===== config.mk =====
export PLATFORM = sky130hd
export DESIGN_NAME = bcd_stopwatch_ctrl
export DESIGN_NICKNAME = d
export VERILOG_FILES = /design/src/rtl/stopwatch_pkg.sv /design/src/rtl/bcd_digit.sv /design/src/rtl/bcd_stopwatch_ctrl.sv
export SDC_FILE = /design/constraint.sdc
export NUM_CORES = 1
export LEC_CHECK = 0
export ABC_AREA = 1
export CAP_MARGIN = 20
export CORE_MARGIN = 8
export CORE_UTILIZATION = 54
export DETAILED_ROUTE_END_ITERATION = 6
export PLACE_DENSITY = 0.95
export SETUP_SLACK_MARGIN = 0.2
export SYNTH_ARGS = -nofsm -noshare
export SYNTH_HDL_FRONTEND = slang
export SYNTH_SLANG_ARGS = --single-unit

===== constraint.sdc =====
create_clock -name clk -period 2.4 [get_ports clk]
set_input_delay 0.48 -clock clk [delete_from_list [all_inputs] [get_ports clk]]
set_output_delay 0.48 -clock clk [all_outputs]
set_load 0.02 [all_outputs]

===== src/rtl/stopwatch_pkg.sv =====
// Shared types and constants for the BCD stopwatch controller.
// Holds the FSM state enum, BCD digit limits and a prescaler width helper.
package stopwatch_pkg;

  typedef enum logic [1:0] {
    IDLE  = 2'd0,
    RUN   = 2'd1,
    PAUSE = 2'd2,
    OVF   = 2'd3
  } sw_state_e;

  localparam int         BCD_W   = 4;
  localparam logic [3:0] BCD_MAX = 4'd9;

  function automatic int psc_width(input int div);
    return (div > 1) ? $clog2(div) : 1;
  endfunction

endpackage


===== src/rtl/bcd_digit.sv =====
// Single decimal digit counter, 0..9, wrapping on increment at 9.
// Ports: clk, rst/clr (sync zero), en (increment), q (digit), at_max (q==9).
module bcd_digit
  import stopwatch_pkg::*;
(
  input  logic             clk,
  input  logic             rst,
  input  logic             clr,
  input  logic             en,
  output logic [BCD_W-1:0] q,
  output logic             at_max
);

  assign at_max = (q == BCD_MAX);

  always_ff @(posedge clk) begin
    if (rst || clr) begin
      q <= '0;
    end else if (en) begin
      q <= at_max ? '0 : q + 4'd1;
    end
  end

endmodule


===== src/rtl/bcd_stopwatch_ctrl.sv =====
// Run/pause/clear stopwatch: prescaler, FSM, BCD carry chain, lap display.
// Ports: clk, rst, start/stop/clear/lap pulses -> digits, display, running, overflow, tick.
module bcd_stopwatch_ctrl
  import stopwatch_pkg::*;
#(
  parameter int NUM_DIGITS = 4,
  parameter int TICK_DIV   = 10
) (
  input  logic                    clk,
  input  logic                    rst,
  input  logic                    start,
  input  logic                    stop,
  input  logic                    clear,
  input  logic                    lap,
  output logic [4*NUM_DIGITS-1:0] digits,
  output logic [4*NUM_DIGITS-1:0] display,
  output logic                    running,
  output logic                    overflow,
  output logic                    tick
);

  localparam int            PW       = psc_width(TICK_DIV);
  localparam logic [PW-1:0] PSC_LAST = PW'(TICK_DIV - 1);

  sw_state_e state, state_nxt;

  logic [PW-1:0]           psc, psc_nxt;
  logic                    lap_hold, lap_nxt;
  logic [4*NUM_DIGITS-1:0] disp_q;
  logic [NUM_DIGITS-1:0]   at_max;
  logic [NUM_DIGITS-1:0]   carry;
  logic                    all_nine;

  assign all_nine = &at_max;
  assign tick     = (state == RUN) && (psc == PSC_LAST)
                  && !stop && !clear && !rst;
  assign running  = (state == RUN);
  assign overflow = (state == OVF);
  assign display  = disp_q;

  // A tick at all nines freezes the count instead of wrapping.
  assign carry[0] = tick & ~all_nine;

  for (genvar k = 0; k < NUM_DIGITS; k++) begin : g_dig
    if (k > 0) begin : g_c
      assign carry[k] = carry[k-1] & at_max[k-1];
    end
    bcd_digit u_dig (
      .clk    (clk),
      .rst    (rst),
      .clr    (clear),
      .en     (carry[k]),
      .q      (digits[k*BCD_W +: BCD_W]),
      .at_max (at_max[k])
    );
  end

  always_comb begin
    state_nxt = state;
    psc_nxt   = psc;
    unique case (state)
      IDLE: begin
        psc_nxt = '0;
        if (start) state_nxt = RUN;
      end
      RUN: begin
        // stop freezes the prescaler so resume keeps the fraction
        if (stop) begin
          state_nxt = PAUSE;
        end else if (tick) begin
          psc_nxt = '0;
          if (all_nine) state_nxt = OVF;
        end else begin
          psc_nxt = psc + PW'(1);
        end
      end
      PAUSE: begin
        if (start) state_nxt = RUN;
      end
      OVF: begin
        psc_nxt = '0;
      end
      default: begin
        state_nxt = IDLE;
        psc_nxt   = '0;
      end
    endcase
    if (clear) begin
      state_nxt = IDLE;
      psc_nxt   = '0;
    end
  end

  always_comb begin
    lap_nxt = lap_hold;
    if (lap && (state == RUN || state == PAUSE))
      lap_nxt = ~lap_hold;
    if (clear)
      lap_nxt = 1'b0;
  end

  always_ff @(posedge clk) begin
    if (rst) begin
      state    <= IDLE;
      psc      <= '0;
      lap_hold <= 1'b0;
      disp_q   <= '0;
    end else begin
      state    <= state_nxt;
      psc      <= psc_nxt;
      lap_hold <= lap_nxt;
      // the edge that sets lap_hold still loads, which is the snapshot
      if (clear)
        disp_q <= '0;
      else if (!lap_hold)
        disp_q <= digits;
    end
  end

endmodule


==> impl_metrics.py, run 1 <==
metrics = {
    "outcome": {
        "status": "finished, final reports clean",
    },
    "die": {
        "num_io_pins": 41,
        "coreArea_um2": 3310,
        "die_y_um": 74.7,
        "rows": 21,
        "start_util": 0.562,
        "fp.dieW_um": 74.7,
        "die_area_um2": 5580,
    },
    "clocking": {
        "post_cts_buffers": 0,
        "cts_root_buf": "clkbuf_4",
        "clkSinkCount": 39,
        "clk_latency_ns": 0.35,
        "postCtsHoldBufs": 0,
        "htree_levels": 2,
        "cts_inserted_buffers": 5,
        "cts_tree": "yes",
        "clkTransAtPathRegs_ns": 0.11,
        "ctsLongestPathBuffers": 2,
    },
    "timing": {
        "finalSetupTns_ns": 0,
        "setup_viol": 0,
        "drv_slew": 0,
        "hold_violations": 0,
        "min_period_ns": 2.12,
        "maxClockFrequency_mhz": 472,
        "fin_worst_skew_ns": 0.00852,
        "finalCritPeriodShare": 0.883,
        "slew_headroom": 0.451,
        "rsz0062_at_grt": "false",
        "tightest_slew_ns": 0.823,
    },
    "synthesis": {
        "syn_inst": 250,
        "synth_mux_area_frac": 0,
        "synth_top_family_by_area": "simple AND/OR/NAND/NOR gates",
        "synthXorXnorAreaFrac": 0.0188,
        "synth.cell_area_um2": 1860,
        "synth_area_per_cell_um2": 7.44,
        "synth_compound_area_frac": 0.200,
        "synthSimpleGateAreaFrac": 0.236,
        "synth.distinct_cells": 22,
        "yosysWarningCount": 0,
        "yosysSeqAreaShare": 0.420,
        "synth_nets": 262,
        "synthAdderAreaFrac": 0.0403,
        "ys_ff_latch": 39,
    },
    "grt": {
        "antenna_found_initial": 0,
        "grt_overflow": 0,
        "grt_pass1_vias": 1718,
        "grt_pass1_wl_um": 7460,
        "grtUsageTotal": 0.171,
        "grt_max_degree": 34,
    },
    "critical_path": {
        "required_ns": 1.92,
        "crit_path_end_kind": "primary output",
        "cp.arrival_ns": 1.64,
        "startpoint_type": "flop",
        "crit_type": "reg2out",
        "r2r_cells": 10,
        "r2r-start": "state[1]",
        "rr_endpoint": "psc[2]",
        "worstPathMaxFanout": 5,
        "r2r_slack_ns": 0.63,
    },
    "placement": {
        "io_buffer_count": 40,
        "place_hpwl_um": 3250,
        "place.gp.congestion": 0.827,
    },
    "final_layout": {
        "fin_nets": 306,
        "fillers": 279,
        "multi_input_area_um2": 925,
        "ff_latch_area_um2": 781,
        "final_util": 0.720,
        "diodes": 0,
        "drive_gt1_frac": 0.0712,
        "syn2layout_area_growth_pct": 28.2,
    },
    "power": {
        "pwr_density_cell_nw_per_um2": 462,
        "p_leak_nw": 0.910,
        "ir_drop_uv": 398,
    },
    "detailed_routing": {
        "drc": 0,
        "wl_per_cell_um": 12.9,
        "first_pass_iters": 4,
        "routed_wl_um": 4400,
        "num_vias": 1770,
        "antenna_left": 0,
        "drt_iter0_markers": 71,
        "drt-vias-per-instance": 5.19,
    },
    "hold_path": {
        "hold_path_class": "reg2reg",
        "min_to": "display[15]",
        "min-delay-start": "lap_hold",
        "hold_depth": 2,
    },
    "job": {
        "drv_cap": 0,
    },
}
## stage by stage
stage	total power, W	instances	instance area, um^2	hold WS (ns)	setup slack [ns]
after floorplan	0.000711	250	1860	0.436	0.668
after global placement	0.000734	333	2320	0.448	0.0378
after detailed placement	0.000736	333	2320	0.456	-0.000596
after CTS	0.00111	341	2390	0.472	0.219
after global routing	0.00115	341	2380	0.493	0.213
final	0.00110	341	2380	0.474	0.282
## what timing repair did
action / in CTS / in global routing
endpoints found under the hold margin: 0 / 0
resized for setup: 2 / 2
setup endpoints to repair: 1 / 2
## cell families (layout without fill, tap and decap cells)
| family | count (synthesis) | in the layout |
|---|---|---|
| simple gates | 85 | 85 |
| compound gates | 74 | 74 |
| buf+inv | 42 | 87 |
| flops | 39 | 39 |
| fa+ha+maj | 6 | 6 |
| xor+xnor | 4 | 4 |
## layer usage
layer | wire (um) | vias up | global-route usage
met5 | 0 | - | 0
met4 | 43 | 0 | 0.0674
met3 | 398 | 5 | 0.0719
met2 | 2100 | 48 | 0.291
met1 | 1860 | 813 | 0.184
li1 | - | 904 | -
## Yosys cell counts
cell       n  area, um^2
a21oi_1   40         200
buf_1      1        3.75
clkbuf_1   5        18.8
dfxtp_1   39         781
ha_1       6        75.1
inv_1     35         131
inv_2      1        3.75
nand2_1   39         146
nand2_4    2        22.5
nand3_1   11        55.1
nand3b_1   2        15.0
nand4_1    1        6.26
nand4_4    2        42.5
nor2_1    22        82.6
nor2_4     1        11.3
nor2_8     2        40.0
nor3_1     1        5.00
o21a_1     1        7.51
o21ai_0   33         165
or2_0      1        6.26
or2_2      1        6.26
xor2_1     4        35.0
## critical path, cell delays in order, from the launching register on
cell and delay, ns:
dfxtp_1 0.36, inv_1 0.09, ha_2 0.23, clkdlybuf4s50_1 0.62
## report_power, final
part / leakage, nW / switching (W) / internal, W
Sequential: 0.314 / 0.00000281 / 0.000650
Clock: 0.0386 / 0.000209 / 0.000172
Combinational: 0.557 / 0.0000407 / 0.0000269
Total: 0.910 / 0.000252 / 0.000850
## worst max-delay path by stage
| stage | start | endpoint | slack (ns) | depth (start not counted) |
|---|---|---|---|---|
| floorplan | state[1] | g_dig[1].u_dig.q[0] | 0.67 | 9 |
| global placement | stop | tick | 0.04 | 5 |
| detailed placement | stop | tick | -0.0006 | 5 |
| CTS | state[1] | tick | 0.22 | 7 |
| global route | state[1] | running | 0.21 | 3 |
| finish | state[1] | running | 0.28 | 3 |
## placed cells by master, fill, tap and decap left out
cell	instances
clkdlybuf4s50_1	39
nand3b_1	2
or2_2	1
nor2_1	22
or2_0	1
inv_2	1
nand2_1	39
nand3_1	11
clkbuf_2	1
inv_1	35
nand4_1	1
nand2_4	2
nor2_4	1
nand4_4	2
clkbuf_1	1
o21ai_0	33
nor3_1	1
nor2_8	2
ha_1	5
a21oi_1	40
xor2_1	4
o21a_1	1
clkbuf_8	2
clkbuf_4	5
buf_4	3
ha_2	1
dfxtp_1	39
## cell type report
cell class              instances  share of cell area
inverters                      36              0.0567
clock buffers                   8              0.0289
flip-flops and latches         39               0.327
well taps                      46              0.0241
repair buffers                 43               0.175
multi-input cells             169               0.388
## flip-flops by register name, indices dropped and copies added (netlist names)
name / count
display: 16
g_dig.u_dig.q: 16
psc: 4
state: 2
lap_hold: 1
Note: power is estimated with default switching activity, not from simulation.
==> inputs of run 2 (changes only) <==
- CORE_UTILIZATION: 54 -> 56
- CTS_BUF_LIST: unset -> sky130_fd_sc_hd__clkbuf_2 sky130_fd_sc_hd__clkbuf_4 sky130_fd_sc_hd__clkbuf_8
- HOLD_SLACK_MARGIN: unset -> 0.05
==> run 2 against run 1 <==
Against the previous run: clock skew down 0.0018 ns; clock power grew 3%; design area increased by 0.16%; non-clock buffer count unchanged; wire length is 1.2% lower; sequential power is essentially flat; register-to-register slack got worse by 0.04 ns; global-route usage down 0.18 points; die area shrank 2.8%; critical path depth is 4 higher; worst hold slack got worse by 0.011 ns; cell count stayed put.
==> impl_metrics.py, run 2 (synthesized netlist as in run 1, its figures left out) <==
metrics = {
    "outcome": {
        "status": "finished, final reports clean",
    },
    "critical_path": {
        "crit_start": "state[1]",
        "crit_cells": 7,
        "r2r-start": "state[1]",
        "cp_num_buf_inv": 3,
        "cp_common_cell": "nor2_8",
        "required_ns": 1.92,
        "cp_slowest_cell": "dfxtp_1",
        "r2r_cells": 10,
        "crit_path_end_kind": "primary output",
        "path_cells": "inv_1, ha_1, inv_2, nor2_8, nand2_4, nor2_8, clkbuf_2",
        "worstPathMaxFanout": 5,
        "max_stage_delay_ns": 0.35,
        "startpoint_type": "flop",
        "cp.arrival_ns": 1.55,
        "crit_family": "flip-flops",
        "crit_type": "reg2out",
    },
    "timing": {
        "hold_violations": 0,
        "maxClockFrequency_mhz": 493,
        "fin_worst_skew_ns": 0.00669,
        "hold_ws_ns": 0.463,
        "drv_slew": 0,
        "slew_headroom": 0.436,
        "setup_viol": 0,
        "min_period_ns": 2.03,
        "finalSetupTns_ns": 0,
        "tightest_slew_ns": 0.845,
        "rsz0062_at_grt": "false",
        "finalCritPeriodShare": 0.844,
    },
    "clocking": {
        "cts_root_buf": "clkbuf_4",
        "ctsLongestPathBuffers": 2,
        "cts_inserted_buffers": 5,
        "clkSinkCount": 39,
        "clkTransAtPathRegs_ns": 0.11,
        "post_cts_buffers": 0,
        "cts_tree": "yes",
        "htree_levels": 2,
        "clk_latency_ns": 0.35,
    },
    "die": {
        "fp.dieW_um": 73.6,
        "die_area_um2": 5420,
        "coreArea_um2": 3260,
        "start_util": 0.571,
        "rows": 21,
        "num_io_pins": 41,
        "die_y_um": 73.6,
    },
    "final_layout": {
        "final_util": 0.733,
        "diodes": 0,
        "syn2layout_area_growth_pct": 28.4,
        "mostFrequentLayoutCells": "a21oi_1, nand2_1, dfxtp_1",
        "drive_gt1_frac": 0.0712,
        "mostFrequentLayoutCell": "a21oi_1",
        "fin_nets": 306,
        "fillers": 278,
    },
    "power": {
        "pwr_density_cell_nw_per_um2": 467,
        "ir_drop_uv": 439,
        "p_leak_nw": 0.931,
    },
    "placement": {
        "io_buffer_count": 40,
        "place_hpwl_um": 3190,
        "place.gp.congestion": 0.847,
    },
    "detailed_routing": {
        "first_pass_iters": 5,
        "routed_wl_um": 4350,
        "antenna_left": 0,
        "drt-vias-per-instance": 5.30,
        "wl_per_cell_um": 12.8,
        "drt_iter0_markers": 87,
        "num_vias": 1808,
        "drc": 0,
    },
    "grt": {
        "grt_overflow": 0,
        "grt_pass1_wl_um": 7310,
        "grtUsageTotal": 0.170,
        "antenna_found_initial": 0,
        "grt_max_degree": 34,
        "grt_pass1_vias": 1680,
    },
    "job": {
        "drv_cap": 0,
    },
    "hold_path": {
        "hold_path_class": "reg2reg",
        "min-delay-start": "lap_hold",
        "hold_depth": 2,
    },
}
[run 2: cell types whose count changed in the layout (fill, tap and decap cells not counted), sizes merged]
cell	previous run	this run
clkdlybuf4s50	39	38
dlymetal6s2s	0	1
[run 2: through the flow]
stage	instances	area, um^2	setup slack (ns)	total power [W]
detailed placement	333	2320	-0.0124	0.000737
finish	341	2390	0.373	0.00112
global placement	333	2320	0.0320	0.000734
CTS	341	2390	0.222	0.00112
global route	341	2390	0.274	0.00115
floorplan	250	1860	0.668	0.000711
[run 2: final timing paths]
check	endpoint	slack [ns]
min	display[15]	0.46
max reg2reg	g_dig[1].u_dig.q[0]	0.59
max	tick	0.37
min reg2reg	display[15]	0.46
[run 2: where the power goes]
group	total (W)	internal (W)	switching (W)
Combinational	0.0000688	0.0000266	0.0000422
Clock	0.000393	0.000184	0.000210
Sequential	0.000653	0.000650	0.00000270
[run 2: layout make-up]
type                       count  area, um^2  share of cell area
clock buffer                   8        72.6              0.0304
inverter                      36         135              0.0566
multi-input combinational    169         922               0.386
sequential                    39         781               0.327
tap                           46        57.6              0.0241
timing repair buffer          43         420               0.176
[run 2: tightest hold or removal path: stages, from the launching register on]
cell and delay (ns):
dfxtp_1 0.32, nand2_1 0.05, a21oi_1 0.05
[run 2: repair_timing]
item | CTS | global route
hold endpoints to repair | 0 | 0
endpoints found under the setup margin | 1 | 2
gates resized for setup | 2 | 2
hold buffers | 0 | 0
[run 2: metal layers]
layer / up-vias / global-route usage / share of wire
li1: 904 / - / -
met1: 833 / 0.182 / 0.43
met2: 62 / 0.302 / 0.49
met3: 9 / 0.0396 / 0.055
met4: 0 / 0.0820 / 0.020
met5: - / 0 / 0
